**src/rtl/uart_pkg.sv**
```systemverilog
// -----------------------------------------------------------------------------
// uart_pkg
// Shared definitions for the UART receive path.
//   uart_state_t              : receiver FSM state encoding
//   DATA_BITS                 : payload bits per frame
//   BIT_CNT_W                 : width of the data bit index
//   CLKS_PER_BIT_9600_100MHZ  : default clocks per bit (100 MHz / 9600 baud)
//   even_parity()             : XOR reduction used for 8E1 frames
// -----------------------------------------------------------------------------
package uart_pkg;

    typedef enum logic [2:0] {
        IDLE      = 3'd0,
        START     = 3'd1,
        DATA      = 3'd2,
        PARITY    = 3'd3,
        STOP      = 3'd4,
        WAIT_HIGH = 3'd5
    } uart_state_t;

    localparam int DATA_BITS                = 8;
    localparam int BIT_CNT_W                = $clog2(DATA_BITS);
    localparam int CLKS_PER_BIT_9600_100MHZ = 10416;

    // Expected parity bit for even parity: XOR of all data bits.
    function automatic logic even_parity(input logic [DATA_BITS-1:0] data);
        return ^data;
    endfunction

endpackage : uart_pkg

```
**src/rtl/sync_ff.sv**
```systemverilog
// -----------------------------------------------------------------------------
// sync_ff
// Multi-flop synchronizer for a single asynchronous input. Flops reset to 1 so
// an idle-high line (UART RX, pulled-up button) reads inactive out of reset.
// Parameters:
//   SYNC_STAGES : number of flops in the chain (>= 2)
// Ports:
//   clk   in  1  destination clock, rising edge
//   rst_n in  1  asynchronous active-low reset
//   i_d   in  1  asynchronous input
//   o_q   out 1  synchronized output
// -----------------------------------------------------------------------------
module sync_ff #(
    parameter int SYNC_STAGES = 2
) (
    input  logic clk,
    input  logic rst_n,
    input  logic i_d,
    output logic o_q
);

    logic [SYNC_STAGES-1:0] r_sync;

    // Shift chain: the input enters at bit 0 and leaves from the top bit.
    always_ff @(posedge clk or negedge rst_n) begin
        if (!rst_n) begin
            r_sync <= {SYNC_STAGES{1'b1}};
        end else begin
            r_sync <= {r_sync[SYNC_STAGES-2:0], i_d};
        end
    end

    assign o_q = r_sync[SYNC_STAGES-1];

endmodule : sync_ff

```
**src/rtl/uart_rx_byte.sv**
```systemverilog
// -----------------------------------------------------------------------------
// uart_rx_byte
// 8N1 asynchronous serial receiver, LSB first. The raw RX pin is synchronized,
// each bit is sampled at its middle, and a good frame updates a held byte and
// pulses rx_valid for one cycle. A low stop bit pulses frame_err and the
// receiver then waits for the line to return high before re-arming.
//
// Optional build macro: UART_RX_PARITY_EN
//   defined   -> 8E1 frames; a parity bit follows the data and a mismatch
//                (with a good stop bit) pulses parity_err instead of rx_valid
//   undefined -> 8N1 frames; parity_err is constant 0
//
// Parameters:
//   CLKS_PER_BIT : system clocks per bit (>= 4)
//   SYNC_STAGES  : flops in the RX synchronizer (>= 2)
// Ports:
//   clk        in  1  system clock, rising edge
//   rst_n      in  1  asynchronous active-low reset
//   rx         in  1  raw serial line, idle high
//   rx_data    out 8  last correctly received byte, held
//   rx_valid   out 1  one-cycle pulse when rx_data updates
//   frame_err  out 1  one-cycle pulse when the stop bit is low
//   parity_err out 1  one-cycle pulse on parity mismatch
//   busy       out 1  high whenever the FSM is not IDLE
// -----------------------------------------------------------------------------
module uart_rx_byte
    import uart_pkg::*;
#(
    parameter int CLKS_PER_BIT = CLKS_PER_BIT_9600_100MHZ,
    parameter int SYNC_STAGES  = 2
) (
    input  logic                 clk,
    input  logic                 rst_n,
    input  logic                 rx,
    output logic [DATA_BITS-1:0] rx_data,
    output logic                 rx_valid,
    output logic                 frame_err,
    output logic                 parity_err,
    output logic                 busy
);

    localparam int BAUD_W = $clog2(CLKS_PER_BIT);

    localparam logic [BAUD_W-1:0]    BAUD_ZERO = BAUD_W'(0);
    localparam logic [BAUD_W-1:0]    BAUD_ONE  = BAUD_W'(1);
    localparam logic [BAUD_W-1:0]    BAUD_LAST = BAUD_W'(CLKS_PER_BIT - 1);
    // Middle of the start bit; later samples land one full bit apart from it.
    localparam logic [BAUD_W-1:0]    HALF_LAST = BAUD_W'(CLKS_PER_BIT / 2 - 1);
    localparam logic [BIT_CNT_W-1:0] BIT_ZERO  = BIT_CNT_W'(0);
    localparam logic [BIT_CNT_W-1:0] BIT_ONE   = BIT_CNT_W'(1);
    localparam logic [BIT_CNT_W-1:0] BIT_LAST  = BIT_CNT_W'(DATA_BITS - 1);

    logic                 w_rxs;
    uart_state_t          r_state;
    logic [BAUD_W-1:0]    r_baud_cnt;
    logic [BIT_CNT_W-1:0] r_bit_cnt;
    logic [DATA_BITS-1:0] r_shift;
    logic [DATA_BITS-1:0] r_rx_data;
    logic                 r_rx_valid;
    logic                 r_frame_err;
    logic                 r_busy;
`ifdef UART_RX_PARITY_EN
    logic                 r_par_bit;
    logic                 r_parity_err;
`endif

    sync_ff #(
        .SYNC_STAGES (SYNC_STAGES)
    ) u_rx_sync (
        .clk   (clk),
        .rst_n (rst_n),
        .i_d   (rx),
        .o_q   (w_rxs)
    );

    // Receiver FSM with baud/bit counters, shift register and registered outputs.
    always_ff @(posedge clk or negedge rst_n) begin
        if (!rst_n) begin
            r_state     <= IDLE;
            r_baud_cnt  <= BAUD_ZERO;
            r_bit_cnt   <= BIT_ZERO;
            r_shift     <= 8'h00;
            r_rx_data   <= 8'h00;
            r_rx_valid  <= 1'b0;
            r_frame_err <= 1'b0;
            r_busy      <= 1'b0;
`ifdef UART_RX_PARITY_EN
            r_par_bit    <= 1'b0;
            r_parity_err <= 1'b0;
`endif
        end else begin
            // Strobes are single-cycle unless a branch below raises them.
            r_rx_valid  <= 1'b0;
            r_frame_err <= 1'b0;
`ifdef UART_RX_PARITY_EN
            r_parity_err <= 1'b0;
`endif
            case (r_state)
                IDLE: begin
                    r_baud_cnt <= BAUD_ZERO;
                    if (!w_rxs) begin
                        r_state <= START;
                        r_busy  <= 1'b1;
                    end else begin
                        r_busy  <= 1'b0;
                    end
                end

                START: begin
                    if (r_baud_cnt == HALF_LAST) begin
                        r_baud_cnt <= BAUD_ZERO;
                        if (!w_rxs) begin
                            r_bit_cnt <= BIT_ZERO;
                            r_state   <= DATA;
                        end else begin
                            // Line went back high before mid-bit: a glitch.
                            r_state <= IDLE;
                            r_busy  <= 1'b0;
                        end
                    end else begin
                        r_baud_cnt <= r_baud_cnt + BAUD_ONE;
                    end
                end

                DATA: begin
                    if (r_baud_cnt == BAUD_LAST) begin
                        r_baud_cnt         <= BAUD_ZERO;
                        r_shift[r_bit_cnt] <= w_rxs;
                        if (r_bit_cnt == BIT_LAST) begin
`ifdef UART_RX_PARITY_EN
                            r_state <= PARITY;
`else
                            r_state <= STOP;
`endif
                        end else begin
                            r_bit_cnt <= r_bit_cnt + BIT_ONE;
                        end
                    end else begin
                        r_baud_cnt <= r_baud_cnt + BAUD_ONE;
                    end
                end

`ifdef UART_RX_PARITY_EN
                PARITY: begin
                    if (r_baud_cnt == BAUD_LAST) begin
                        r_baud_cnt <= BAUD_ZERO;
                        r_par_bit  <= w_rxs;
                        r_state    <= STOP;
                    end else begin
                        r_baud_cnt <= r_baud_cnt + BAUD_ONE;
                    end
                end
`endif

                STOP: begin
                    if (r_baud_cnt == BAUD_LAST) begin
                        r_baud_cnt <= BAUD_ZERO;
                        if (w_rxs) begin
                            // Re-arm mid stop bit so a back-to-back start edge
                            // half a bit later is still caught.
                            r_state <= IDLE;
                            r_busy  <= 1'b0;
`ifdef UART_RX_PARITY_EN
                            if (r_par_bit != even_parity(r_shift)) begin
                                r_parity_err <= 1'b1;
                            end else begin
                                r_rx_data  <= r_shift;
                                r_rx_valid <= 1'b1;
                            end
`else
                            r_rx_data  <= r_shift;
                            r_rx_valid <= 1'b1;
`endif
                        end else begin
                            // Framing error outranks any parity result.
                            r_frame_err <= 1'b1;
                            r_state     <= WAIT_HIGH;
                        end
                    end else begin
                        r_baud_cnt <= r_baud_cnt + BAUD_ONE;
                    end
                end

                WAIT_HIGH: begin
                    // Hold off until the line idles so a break cannot look
                    // like a fresh start bit.
                    r_baud_cnt <= BAUD_ZERO;
                    if (w_rxs) begin
                        r_state <= IDLE;
                        r_busy  <= 1'b0;
                    end else begin
                        r_state <= WAIT_HIGH;
                    end
                end

                default: begin
                    r_state    <= IDLE;
                    r_baud_cnt <= BAUD_ZERO;
                    r_busy     <= 1'b0;
                end
            endcase
        end
    end

    assign rx_data   = r_rx_data;
    assign rx_valid  = r_rx_valid;
    assign frame_err = r_frame_err;
    assign busy      = r_busy;
`ifdef UART_RX_PARITY_EN
    assign parity_err = r_parity_err;
`else
    assign parity_err = 1'b0;
`endif

endmodule : uart_rx_byte

```
**config.mk**
```make
export PLATFORM = sky130hd
export DESIGN_NAME = uart_rx_byte
export DESIGN_NICKNAME = d
export VERILOG_FILES = /design/src/rtl/uart_pkg.sv /design/src/rtl/sync_ff.sv /design/src/rtl/uart_rx_byte.sv
export SDC_FILE = /design/constraint.sdc
export NUM_CORES = 1
export LEC_CHECK = 0
export CAP_MARGIN = 5
export CORE_MARGIN = 3
export CORE_UTILIZATION = 30
export CTS_CLUSTER_DIAMETER = 150
export DETAILED_ROUTE_END_ITERATION = 6
export GPL_ROUTABILITY_DRIVEN = 0
export GPL_TIMING_DRIVEN = 0
export SKIP_LAST_GASP = 1
export SYNTH_ARGS = -nofsm -noshare
export SYNTH_HDL_FRONTEND = slang
export SYNTH_HIERARCHICAL = 1
export SYNTH_SLANG_ARGS = --single-unit
export TNS_END_PERCENT = 100
```
**constraint.sdc**
```tcl
create_clock -name clk -period 2.6 [get_ports clk]
set_input_delay 0.52 -clock clk [delete_from_list [all_inputs] [get_ports clk]]
set_output_delay 0.52 -clock clk [all_outputs]
set_load 0.01 [all_outputs]
```
==> results.md, run 1 <==
- Ys async rst share: 1.00
- Mean post-synth cell area: 11.5 sq um
- Final WL: between 3000 and 4000 um
- Cells after Synth: 173
- Dpl cells: 264
- CP Launch Point: r_baud_cnt[0]
- Layout cell share with drive strength beyond 1: 0.190
- Post-Syn Area: about 2000 sq um
- RSZ-0062 raised after global routing: no
- Rows: 29
- Root Driver: clkbuf_8
- First-pass GRT wire length: 6290 um
- CP peak stage delay: 0.39 ns
- Max-Cap Viols: 0
- CTS tree: done
- Worst-path fanout max: 9
- R2r endpoint: r_shift[6]
- Post-CTS Setup Inserts: 0
- CP Launch Type: flip-flop
- Leak pwr: approximately 0.0010 uW
- Period utilisation layout: 0.789
- NumNets Final: 200
- Number of I/O port buffers: 13
- R2R Path Start: r_baud_cnt[0]
- Layout area overhead: 16.4%
- Endpoints failing hold: 0
- Synth area leader: dfrtp_1
- Arr. time, crit path: about 2.2 ns
- Diodes inserted: 0
- Slowest CP cell: dfrtp_1
- Final setup violation count: 0
- Die Wd: 87.6 um
- Period minus WS final: 2.05 ns
- Pwr/cell area: 465 nW/um^2
- Yosys top cell area share: 0.489
- Worst Hold Class: in -> async
- Post-synth EDFFs: 0
- Total CTS buffers: 5
- Remaining DRCs: 0
- Vias in the first global route: 1278
- Remaining global-route overflow: 0
- Worst Hold Slack: 0.116 ns
- Top FF cell, synth: dfrtp_1
- Routed via count: 1348
- Peak supply drop: 213 uV
- Worst R2R Path Depth: 6
- Clock Latency Late Sink: 0.30 ns
- Setup crit end: r_shift[6]
- Register area share after synthesis: 0.515
- Ranking of synthesized cells by area: dfrtp_1 (49%), mux2_2 (9.0%), xor2_1 (3.5%)
- Most frequent cells in the layout: dfrtp_1 (39), nor2_1 (16), mux2_2 (16)
- Clock Skews: 0.00781 ns
- Detailed Routing Iterations Pass 1: 4
- Ys Warns: 6
- Post-synth net total: 179
- Fmax: 0.488 GHz
- Setup Crit Path Kind: reg -> reg
- CP delay by family, top: simple AND/OR/NAND/NOR gates
- GRT Total Usage: 0.105
- Core area: 6390 sq um
- Starting density of the core: 0.313
- Seq cells post-synth: 41
- Distinct cells, synth: 47
- Fin. max-slew vios: 0
- I/O pins: 15
- Reg2Reg Setup Slack: 0.55 ns
- Max Buffers Root-to-Sink: 2
- Hold Buf Count CTS: 0
- Status: completed
- Dpl hpwl: 2540 um
- Largest net degree at the start of global routing: 29
- Sequence of cells on the critical path: ha_1 > and4_1 > clkbuf_2 > nand4_4 > nor4_1 > mux2_2
- Crit. path cell count: 6
- Vias/cell: 4.96
- Antenna violations before repair: 0
- H-tree Lvls: 2
- Clk sinks: a little over 40
- Die Area: approximately 7700 sq um
- Critical path capture point type: flip-flop
- Worst EP required: 2.78 ns
- Die Height: 87.6 um
- Post-cts resize count: 0
- Most common cell after layout, fill and taps aside: dfrtp_1
- Crit path buf inv count: 1
- WL per Instance: 13.5 um
- DR iter-0 viols: 74
- Final non-filler cell total: about 270
- Routed Antenna Nets: 0
- Clock slew at reported path FFs: 0.09 ns
cell usage after synthesis (all sizes together) (2+ instances only):
cell	count
nand3	11
clkbuf	5
dfrtp	39
nor2b	4
a32oi	2
dfstp	2
o21ai	5
inv	3
nand4	6
xor2	8
nor3	5
and3b	2
nor4bb	2
buf	4
a21oi	6
nor2	16
nand2	7
mux2	16
ha	3
and4	4
per-stage QoR:
stage / setup slack, ns / utilization / setup TNS, ns / cell area [sq um] / total power [uW]
after CTS: 0.531 / 0.364 / 0 / 2320 / 1100
after global placement: -0.0798 / 0.348 / -3.00 / 2220 / 676
after global routing: 0.417 / 0.364 / 0 / 2320 / 1130
after detailed placement: 0.557 / 0.351 / 0 / 2240 / 679
final: 0.549 / 0.364 / 0 / 2320 / 1080
after floorplan: 0.735 / - / 0 / 2000 / 659
power breakdown:
| part | total, uW | switching (uW) | internal, uW |
|---|---|---|---|
| registers | 642 | 1.70 | 640 |
| clock network | 417 | 231 | 185 |
| logic | 23.6 | 16.6 | 6.96 |
final cells by class:
class | instances | area [sq um]
Clock buffer | 5 | 68.8
Multi-Input combinational cell | 120 | 896
Inverter | 3 | 11.3
Buffer | 9 | 61.3
Fill cell | 636 | 4060
Tap cell | 77 | 96.3
Sequential cell | 41 | 1030
Clock inverter | 3 | 17.5
Timing Repair Buffer | 14 | 145
state kept, by name, indices dropped and copies added, names as in the netlist, 2 cells and up:
register / cells
rx_data: 8
r_state: 3
r_baud_cnt: 14
r_bit_cnt: 3
r_shift: 8
u_rx_sync/r_sync: 2
worst min-delay path by stage:
| stage | startpoint | endpoint | cells past startpoint |
|---|---|---|---|
| 2_1_floorplan | rst_n | busy | 0 |
| 3_3_place_gp | u_rx_sync/r_sync[0] | u_rx_sync/r_sync[1] | 0 |
| 3_5_place_dp | u_rx_sync/r_sync[0] | u_rx_sync/r_sync[1] | 0 |
| 4_1_cts | rst_n | r_shift[0] | 1 |
| 5_1_grt | rst_n | r_shift[0] | 1 |
| 6_report | rst_n | r_shift[0] | 1 |
cells by family after synthesis:
kind of cell | synth area share
flip-flops | 0.515
other | 0.00188
buffers and inverters | 0.0363
AND/OR/NAND/NOR | 0.217
XOR/XNOR | 0.0395
AO/OA/AOI/OAI | 0.0808
adder cells (fa/ha/maj) | 0.0188
multiplexers | 0.0902
metal layers:
metal / routed length, um / part of all wire / global-route usage
met1: 1840 / 0.50 / 0.149
met2: 1610 / 0.44 / 0.149
met3: 151 / 0.041 / 0.0301
met4: 66 / 0.018 / 0.0460
met5: 0 / 0 / 0
No activity file was read; power rests on OpenSTA's default activity.
==> run 2, diff against run 1 <==
==> constraint.sdc (replaced) <==
create_clock -name clk -period 1.94 [get_ports clk]
set_input_delay 0.388 -clock clk [delete_from_list [all_inputs] [get_ports clk]]
set_output_delay 0.388 -clock clk [all_outputs]
set_load 0.01 [all_outputs]
==> run 2 against run 1 <==
  * Sequential cell count unchanged
  * Global-route usage increased by 0.39 points
  * Clock power is 34% higher
  * Combinational power up 42%
  * Wire length is 6.5% higher
  * Core utilization is 2.7 points higher
  * Die area stayed put
  * Clock-buffer cell count is the same
  * Fmax increased by 8.7%
  * First-iteration DRC count fell by 1.4%
  * Clock skew grew 0.0023 ns
  * Largest cell class unchanged
==> results.md, run 2 (synthesized netlist as in run 1, its figures left out) <==
- GRT met1 Usage: 0.152
- Fmax: 0.530 GHz
- Antenna violations before repair: 0
- Crit path buf inv count: 1
- CP Launch Point: r_baud_cnt[12]
- Final setup violation count: 0
- Met2 Use GR: 0.160
- Final Util: 0.391
- Worst Hold Class: reg -> reg
- Clock slew at reported path FFs: 0.08 ns
- Core area: ~6400 sq um
- Clock Skews: 0.0101 ns
- Met3 Track Usage GR: 0.0292
- Worst-path fanout max: 7
- Number of I/O port buffers: 13
- Rows: 29
- Die Wd: 87.6 um
- Worst EP required: about 2.1 ns
- Routed Antenna Nets: 0
- Busiest grt layer: met2
- Starting density of the core: 0.313
- First-pass GRT wire length: 6520 um
- Largest net degree at the start of global routing: 29
- I/O pins: 15
- Most common cell after layout, fill and taps aside: dfrtp_1
- Period utilisation layout: 0.972
- Setup WS pre-CTS: -0.103 ns
- CP Launch Type: flip-flop
- WL per Instance: roughly 14 um
- Final WL: around 3900 um
- Sequence of cells on the critical path: nor4b_4 > nand4_4 > a221oi_4 > buf_6 > nor2_1
- Die Height: 87.6 um
- Worst Min Path Start: u_rx_sync/r_sync[0]
- DR iter-0 viols: 73
- Most frequent cells in the layout: dfrtp_1 (37), mux2_2 (16), buf_4 (13)
- Root Driver: clkbuf_8
- Layout area overhead: 24.9%
- Clock Latency Late Sink: approximately 0.30 ns
- Remaining DRCs: 0
- Status: completed
- CP delay by family, top: simple AND/OR/NAND/NOR gates
- Routed via count: 1421
- FILL cells: 628
- Dpl hpwl: 2540 um
- Most flop-heavy register: r_baud_cnt
- Peak supply drop: 286 uV
- Max reg flops: 14
- Total CTS buffers: 5
- Remaining global-route overflow: 0
- Clk sinks: 41
- H-tree Lvls: 2
- RSZ-0062 raised after global routing: yes
- Vias/cell: 4.95
- Pwr/cell area: 582 nW/um^2
- Detailed Routing Iterations Pass 1: 4
- Arr. time, crit path: approximately 2.1 ns
- NumNets Final: 215
- Critical path capture point type: flip-flop
- Die Area: 7670 sq um
- Slowest CP cell: a221oi_4
- CTS tree: done
- Max-Cap Viols: 0
- Final WS setup: 0.0537 ns
- Endpoints failing hold: 0
- R2R Path Start: r_baud_cnt[12]
- Layout cell share with drive strength beyond 1: 0.290
- Diodes inserted: 0
- DP Area: 2240 sq um
- CP peak stage delay: 0.46 ns
- FF+latch area: 1030 sq um
- Finished Cell Area: between 2000 and 2500 sq um
- GRT Total Usage: 0.109
- Multi-input gate area: 946 sq um
- Max Buffers Root-to-Sink: 2
- Leak pwr: around 0.0011 uW
- Setup Crit Path Kind: reg -> reg
- Vias in the first global route: roughly 1300
- Period minus WS final: 1.89 ns
- Fin. max-slew vios: 0
==> run 2: cell types whose count changed in the layout (fill, tap and decap cells not counted), moves of 2 or more <==
cell     previous run  this run
buf_4               1        13
buf_6               3         5
dfrtp_1            39        37
dfrtp_2             0         2
nor2_1             16        12
nor2_2              0         4
==> run 2: final timing paths <==
check / endpoint / slack [ns] / cells after the start
max: r_baud_cnt[0] / 0.05 / 5
max in group asynchronous: u_rx_sync/r_sync[1] / 0.87 / 3
min reg2reg: u_rx_sync/r_sync[1] / 0.36 / 0
max reg2reg: r_baud_cnt[0] / 0.05 / 5
min: u_rx_sync/r_sync[1] / 0.36 / 0
min in group asynchronous: r_shift[0] / 0.52 / 2
==> run 2: worst reg2reg max path, cell delays in order, from the launching register on <==
cell	delay (ns)
dfrtp_2	0.45
nor4b_4	0.42
nand4_4	0.22
a221oi_4	0.46
buf_6	0.19
nor2_1	0.05
==> run 2: timing repair <==
action	CTS	global route
setup buffers	4	8
hold endpoints to repair	4	0
gates cloned	2	0
hold buffers	1	0
endpoints found under the setup margin	24	28
gates resized for setup	5	11
pin swaps	2	7
==> run 2: cell type report <==
| type | instances | area share |
|---|---|---|
| inverter | 3 | 0.00451 |
| clock buffer | 5 | 0.0276 |
| tap | 77 | 0.0386 |
| clock inverter | 3 | 0.00702 |
| sequential | 41 | 0.413 |
| multi-input combinational | 121 | 0.379 |
| timing repair buffer | 28 | 0.104 |
| buffer | 9 | 0.0256 |
==> run 2: per-stage QoR <==
step                hold WS (ns)  TNS [ns]  power (uW)  cells
finish                     0.358         0        1450    287
global route               0.361    -0.263        1520    287
CTS                        0.359  -0.00562        1470    279
detailed placement         0.323     -1.46         911    264
global placement           0.346    -25.33         907    263
floorplan                 0.0924         0         883    173
==> run 2: routing by layer <==
| layer | wire [um] | share of wire | vias up |
|---|---|---|---|
| met1 | 1880 | 0.48 | 690 |
| li1 | - | - | 706 |
| met2 | 1830 | 0.47 | 18 |
| met4 | 68 | 0.017 | 0 |
| met5 | 0 | 0 | - |
| met3 | 135 | 0.035 | 7 |
==> run 2: report_power, final <==
| part | internal [uW] | switching [uW] | total (uW) |
|---|---|---|---|
| Clock | 248 | 309 | 558 |
| Combinational | 10.7 | 22.9 | 33.6 |
| Sequential | 858 | 3.04 | 861 |
